[src/rtl/eth_tx_arbiter.sv]
// Round-robin arbiter sharing one 32-bit Ethernet TX stream between N frame senders.
// Grants a sender, pulses its start, then passes its stream to the MAC until eop.
module eth_tx_arbiter #(
    parameter int unsigned N       = 4,
    parameter int unsigned GAP     = 2,
    parameter int unsigned TIMEOUT = 1024
) (
    input  logic              clk,
    input  logic              rst,
    input  logic [N-1:0]      i_req,
    input  logic [N-1:0]      i_src_ready,
    output logic [N-1:0]      o_sync,
    input  logic [32*N-1:0]   i_src_data,
    input  logic [N-1:0]      i_src_sop,
    input  logic [N-1:0]      i_src_eop,
    input  logic [N-1:0]      i_src_vld,
    output logic [N-1:0]      o_src_rdy,
    output logic [31:0]       o_eth_data,
    output logic              o_eth_sop,
    output logic              o_eth_eop,
    output logic              o_eth_vld,
    input  logic              i_eth_rdy,
    output logic [N-1:0]      o_grant,
    output logic              o_busy,
    output logic              o_timeout
);

    localparam int unsigned IDXW = (N > 1) ? $clog2(N) : 1;
    localparam int unsigned DW   = 32;
    localparam int unsigned CW   = 16;

    localparam logic [CW-1:0]   WD_LAST  = CW'((TIMEOUT > 0) ? TIMEOUT - 1 : 0);
    localparam logic [CW-1:0]   GAP_LAST = CW'((GAP > 0) ? GAP - 1 : 0);
    localparam logic            WD_EN    = (TIMEOUT > 0);
    localparam logic            GAP_EN   = (GAP > 0);
    localparam logic [IDXW-1:0] LAST_RST = IDXW'(N - 1);

    typedef enum logic [2:0] {
        ST_IDLE,
        ST_START,
        ST_WAIT_SOP,
        ST_XFER,
        ST_GAP
    } state_t;

    state_t          state_q, state_d;
    logic [N-1:0]    grant_q, grant_d;
    logic [IDXW-1:0] last_q, last_d;
    logic [N-1:0]    sync_q, sync_d;
    logic            timeout_q, timeout_d;
    logic            busy_q, busy_d;
    logic [CW-1:0]   gap_cnt_q, gap_cnt_d;
    logic [CW-1:0]   wd_cnt_q, wd_cnt_d;
    logic            frame_end;

    logic [N-1:0]    eligible;
    logic            pick_vld;
    logic [IDXW-1:0] pick_idx;
    logic [IDXW-1:0] cand;
    logic [N-1:0]    pick_oh;

    logic [DW-1:0]   src_word [N];
    logic            g_vld, g_sop, g_eop;
    logic            pass;

    assign eligible = i_req & i_src_ready;

    // Round-robin search starting just after the last granted channel.
    always_comb begin
        pick_vld = 1'b0;
        pick_idx = '0;
        cand     = '0;
        pick_oh  = '0;
        for (int unsigned i = 1; i <= N; i++) begin
            cand = IDXW'((32'(last_q) + i) % N);
            if (!pick_vld && eligible[cand]) begin
                pick_vld = 1'b1;
                pick_idx = cand;
            end
        end
        pick_oh[pick_idx] = pick_vld;
    end

    always_comb begin
        for (int k = 0; k < int'(N); k++) begin
            src_word[k] = i_src_data[DW*k +: DW];
        end
    end

    // The granted index is always held in last_q while a grant is active.
    assign g_vld = i_src_vld[last_q];
    assign g_sop = i_src_sop[last_q];
    assign g_eop = i_src_eop[last_q];
    assign pass  = (state_q == ST_WAIT_SOP) || (state_q == ST_XFER);

    always_ff @(posedge clk) begin
        if (rst) begin
            state_q   <= ST_IDLE;
            grant_q   <= '0;
            last_q    <= LAST_RST;
            sync_q    <= '0;
            timeout_q <= 1'b0;
            busy_q    <= 1'b0;
            gap_cnt_q <= '0;
            wd_cnt_q  <= '0;
        end else begin
            state_q   <= state_d;
            grant_q   <= grant_d;
            last_q    <= last_d;
            sync_q    <= sync_d;
            timeout_q <= timeout_d;
            busy_q    <= busy_d;
            gap_cnt_q <= gap_cnt_d;
            wd_cnt_q  <= wd_cnt_d;
        end
    end

    always_comb begin
        state_d   = state_q;
        grant_d   = grant_q;
        last_d    = last_q;
        sync_d    = '0;
        timeout_d = 1'b0;
        gap_cnt_d = gap_cnt_q;
        wd_cnt_d  = wd_cnt_q;
        frame_end = 1'b0;

        case (state_q)
            ST_IDLE: begin
                if (pick_vld) begin
                    grant_d = pick_oh;
                    last_d  = pick_idx;
                    sync_d  = pick_oh;
                    state_d = ST_START;
                end
            end
            ST_START: begin
                wd_cnt_d = '0;
                state_d  = ST_WAIT_SOP;
            end
            ST_WAIT_SOP: begin
                if (g_vld && g_sop && i_eth_rdy) begin
                    if (g_eop) begin
                        frame_end = 1'b1;
                    end else begin
                        state_d = ST_XFER;
                    end
                end else if (WD_EN && (wd_cnt_q == WD_LAST)) begin
                    timeout_d = 1'b1;
                    frame_end = 1'b1;
                end else begin
                    wd_cnt_d = wd_cnt_q + CW'(1);
                end
            end
            ST_XFER: begin
                if (g_vld && g_eop && i_eth_rdy) begin
                    frame_end = 1'b1;
                end
            end
            ST_GAP: begin
                if (gap_cnt_q == GAP_LAST) begin
                    state_d = ST_IDLE;
                end else begin
                    gap_cnt_d = gap_cnt_q + CW'(1);
                end
            end
            default: state_d = ST_IDLE;
        endcase

        // A zero gap returns straight to IDLE so the next grant is not delayed.
        if (frame_end) begin
            grant_d   = '0;
            gap_cnt_d = '0;
            state_d   = GAP_EN ? ST_GAP : ST_IDLE;
        end

        busy_d = (state_d != ST_IDLE);
    end

    // Combinational pass-through; non-sop beats before the frame starts are drained.
    always_comb begin
        o_eth_data = '0;
        o_eth_sop  = 1'b0;
        o_eth_eop  = 1'b0;
        o_eth_vld  = 1'b0;
        o_src_rdy  = '0;
        if (pass) begin
            o_eth_data        = src_word[last_q];
            o_eth_sop         = g_sop;
            o_eth_eop         = g_eop;
            o_src_rdy[last_q] = i_eth_rdy;
            if (state_q == ST_WAIT_SOP) begin
                o_eth_vld = g_vld & g_sop;
                if (g_vld && !g_sop) begin
                    o_src_rdy[last_q] = 1'b1;
                end
            end else begin
                o_eth_vld = g_vld;
            end
        end
    end

    assign o_sync    = sync_q;
    assign o_grant   = grant_q;
    assign o_busy    = busy_q;
    assign o_timeout = timeout_q;

endmodule

[config.mk]
export PLATFORM = sky130hd
export DESIGN_NAME = eth_tx_arbiter
export DESIGN_NICKNAME = d
export VERILOG_FILES = /design/src/rtl/eth_tx_arbiter.sv
export SDC_FILE = /design/constraint.sdc
export NUM_CORES = 1
export LEC_CHECK = 0
export BUFFER_PORTS_ARGS = -buffer_cell sky130_fd_sc_hd__buf_2
export CORE_MARGIN = 4
export CORE_UTILIZATION = 41
export DETAILED_ROUTE_END_ITERATION = 8
export PLACE_DENSITY = 0.78
export REMOVE_ABC_BUFFERS = 1
export SYNTH_ARGS = -nofsm -noshare
export SYNTH_HDL_FRONTEND = slang
export SYNTH_SLANG_ARGS = --single-unit
[constraint.sdc]
create_clock -name clk -period 2.2 [get_ports clk]
set_input_delay 0.11 -clock clk [delete_from_list [all_inputs] [get_ports clk]]
set_output_delay 0.11 -clock clk [all_outputs]
set_load 0.01 [all_outputs]
==> impl_metrics.py <==
metrics = {
    "sta": {
        "fin_crit_sh_pct": 96.5,
        "final_max_slew_viol_count": 0,
        "tns_ns": 0,
        "setup_viol": 0,
        "rsz0062_at_grt": "true",
        "relSlewSlack_pct": 59.6,
        "hold_slack_ns": 0.111,
        "timing.final.ws_setup_ns": 0.0768,
        "max_freq_mhz": 471,
        "hold_violations": 0,
        "tightest_slew_ns": 0.606,
        "clock_skew_ns": 0.0122,
        "finalCriticalPeriod_ns": 2.12,
    },
    "placed_design": {
        "port_buffers": 199,
        "dp_slack_ns": 0.0490,
        "hpwlAfterDp_um": 9620,
        "gp_congestion": 0.931,
    },
    "yosys": {
        "synth_area_per_cell_sq_um": 9.56,
        "synth_common_cells": "dfxtp_1, nor2_1, mux4_2",
        "syn_inst": 376,
        "synth_xor_xnor_area_share_pct": 7.07,
        "synth_fa_ha_area_share_pct": 2.78,
        "seq_area_frac_synth_pct": 26.2,
        "synth_area_sq_um": 3590,
        "synth_most_common_cell": "dfxtp_1",
        "ys_types": 49,
        "ys_warn_count": 0,
        "yosys_register_bits": 47,
        "synth_area_leaders": "dfxtp_1, mux4_2, and2_1",
        "yosysTopAreaCellShare_pct": 26.2,
        "synth_compound_area_share_pct": 9.47,
        "yosys.area_share.simple_pct": 27.0,
        "yosys.area.top_type": "dfxtp_1",
        "synth_mux_area_share_pct": 22.8,
        "ys_async_sr_fraction_pct": 0,
        "yosys_most_used_dff": "dfxtp_1",
        "synth_edf_count": 0,
        "synth_top_family_by_area": "simple AND/OR/NAND/NOR gates",
    },
    "pwr": {
        "swShare_pct": 34.9,
        "comb_power_share_pct": 45.3,
        "clkPwrFrac_pct": 19.8,
        "leakagePower_uw": 0.00214,
        "seqPwrFrac_pct": 34.9,
        "max-vdd-ir-drop_uv": 358,
        "intPower_uw": 1740,
        "cellPowerDensity_nw_per_um2": 553,
        "p_sw_uw": 934,
        "power_uw": 2670,
    },
    "routing": {
        "ant_nets": 0,
        "vias": 3681,
        "wl_per_cell_um": 17.2,
        "wl_um": 11600,
        "drt_iter0_markers": 127,
        "dr.pass1.iters": 5,
        "remaining_drc_errors": 0,
        "viasPerCell": 5.43,
    },
    "clock_tree": {
        "cts_max_path_buffers": 2,
        "clkSlewWorstSetupHoldPaths_ns": 0.10,
        "postCtsSetupBuffers": 0,
        "root_buffer": "clkbuf_8",
        "cts.sinks": 47,
        "clock_latency_ns": 0.31,
        "htreeDepth": 2,
        "cts_buffers": 5,
        "cts-hold-fix-buffers": 0,
        "cts_tree": "done",
    },
    "floorplanning": {
        "chipWidth_um": 102,
        "start_util_pct": 42.9,
        "num_io_pins": 200,
        "core_area_sq_um": 8380,
        "chipHeight_um": 102,
        "num_rows": 33,
        "die_area_sq_um": 10300,
    },
    "global_route": {
        "met1_usage_pct": 27.2,
        "track_usage_pct": 22.6,
        "grt_max_degree": 37,
        "met2_usage_pct": 40.4,
        "grt-busiest-layer": "met2",
        "grt_overflow_total": 0,
        "grt_first_pass_wirelength_um": 18500,
        "first_global_vias": 3829,
        "grt_use_met3_pct": 5.17,
        "antenna_found_initial": 1,
    },
    "cells_and_area": {
        "area_delta_synth_final_pct": 34.6,
        "final_layout_size_suffix_gt1_share_pct": 48.8,
        "n_fill_cell": 770,
        "utilization_pct": 57.7,
        "final_nets": 730,
    },
    "outcome": {
        "status": "finished, final reports clean",
    },
    "critical_path": {
        "crit_path_end_kind": "register",
        "cp_max_fo": 11,
        "critical_path_class": "register to register",
        "start_kind": "register",
        "required_ns": 2.44,
        "critical_path_arrival_ns": 2.37,
    },
    "hold_path": {
        "hp-class": "primary input to register",
    },
    "flow_run": {
        "drv_cap": 0,
    },
}
critical path, cell delays in order (launching register included):
cell and delay (ns):
dfxtp_4 0.38, mux4_2 0.55, o211a_1 0.25, and3_4 0.18, a31oi_4 0.25, nand2b_4 0.15, buf_12 0.19, nor2_1 0.10
cell families (layout without fill, tap and decap cells):
logic type	Yosys count	after routing
compound gates	51	51
mux	37	37
buf+inv	35	231
simple gates	169	169
fa+ha+maj	8	8
xor+xnor	29	29
flops	47	47
other cells	0	1
area by class of cell:
type / count / area (sq um) / area share, %
inverter: 11 / 41.3 / 0.853
clock buffer: 5 / 68.8 / 1.42
antenna: 1 / 2.50 / 0.0517
multi-input combinational: 294 / 2520 / 52.1
timing repair buffer: 212 / 1110 / 22.9
sequential: 47 / 946 / 19.5
clock inverter: 3 / 20.0 / 0.414
tap: 105 / 131 / 2.71
cells in the final DEF (no fill, tap or decap), types with 5 or more instances in the layout:
cell,instances
nand2_1,22
nand2b_1,5
mux4_2,36
nand4_1,10
nor2_4,10
a211oi_1,8
and3_1,6
dfxtp_1,45
and2_1,35
ha_1,7
o21ai_0,10
nand3_1,16
xor2_1,7
nor3_1,5
buf_2,199
inv_1,10
nor2_1,38
clkbuf_8,5
xnor2_1,22
a21oi_1,15
buf_4,11
per-stage QoR:
stage	instances	area, sq um
global placement	669	4710
floorplan	352	3470
finish	678	4840
global route	678	4840
detailed placement	669	4710
CTS	677	4810
flip-flops by register name (all words and copies together), names as in the netlist:
name and cells:
gap_cnt_q 16, wd_cnt_q 16, o_grant 4, o_sync 4, state_q 3, last_q 2
o_busy 1, o_timeout 1
power groups by stage:
stage	logic (uW)	clock network (uW)	registers, uW
6_report	1210	529	933
4_1_cts	1190	539	931
5_1_grt	1330	580	940
3_3_place_gp	1150	0	945
3_5_place_dp	1190	0	948
2_1_floorplan	659	0	1060
routing by layer:
metal,wire length (um),vias up
met3,1040,22
met5,0,-
met2,5800,153
li1,-,1764
met1,4620,1742
met4,184,0
final timing paths:
path | start | to | slack (ns) | cells past startpoint
max | last_q[0] | gap_cnt_q[0] | 0.08 | 7
min | rst | wd_cnt_q[1] | 0.11 | 2
max reg2reg | last_q[0] | gap_cnt_q[0] | 0.08 | 7
min reg2reg | gap_cnt_q[15] | gap_cnt_q[15] | 0.49 | 2
repair_timing:
item                                    in CTS  in global routing
pin swaps                                    0                  3
gates cloned                                 0                  0
gates resized for setup                      2                  8
endpoints found under the setup margin      32                 37
Power figures use the tool's default switching activity.
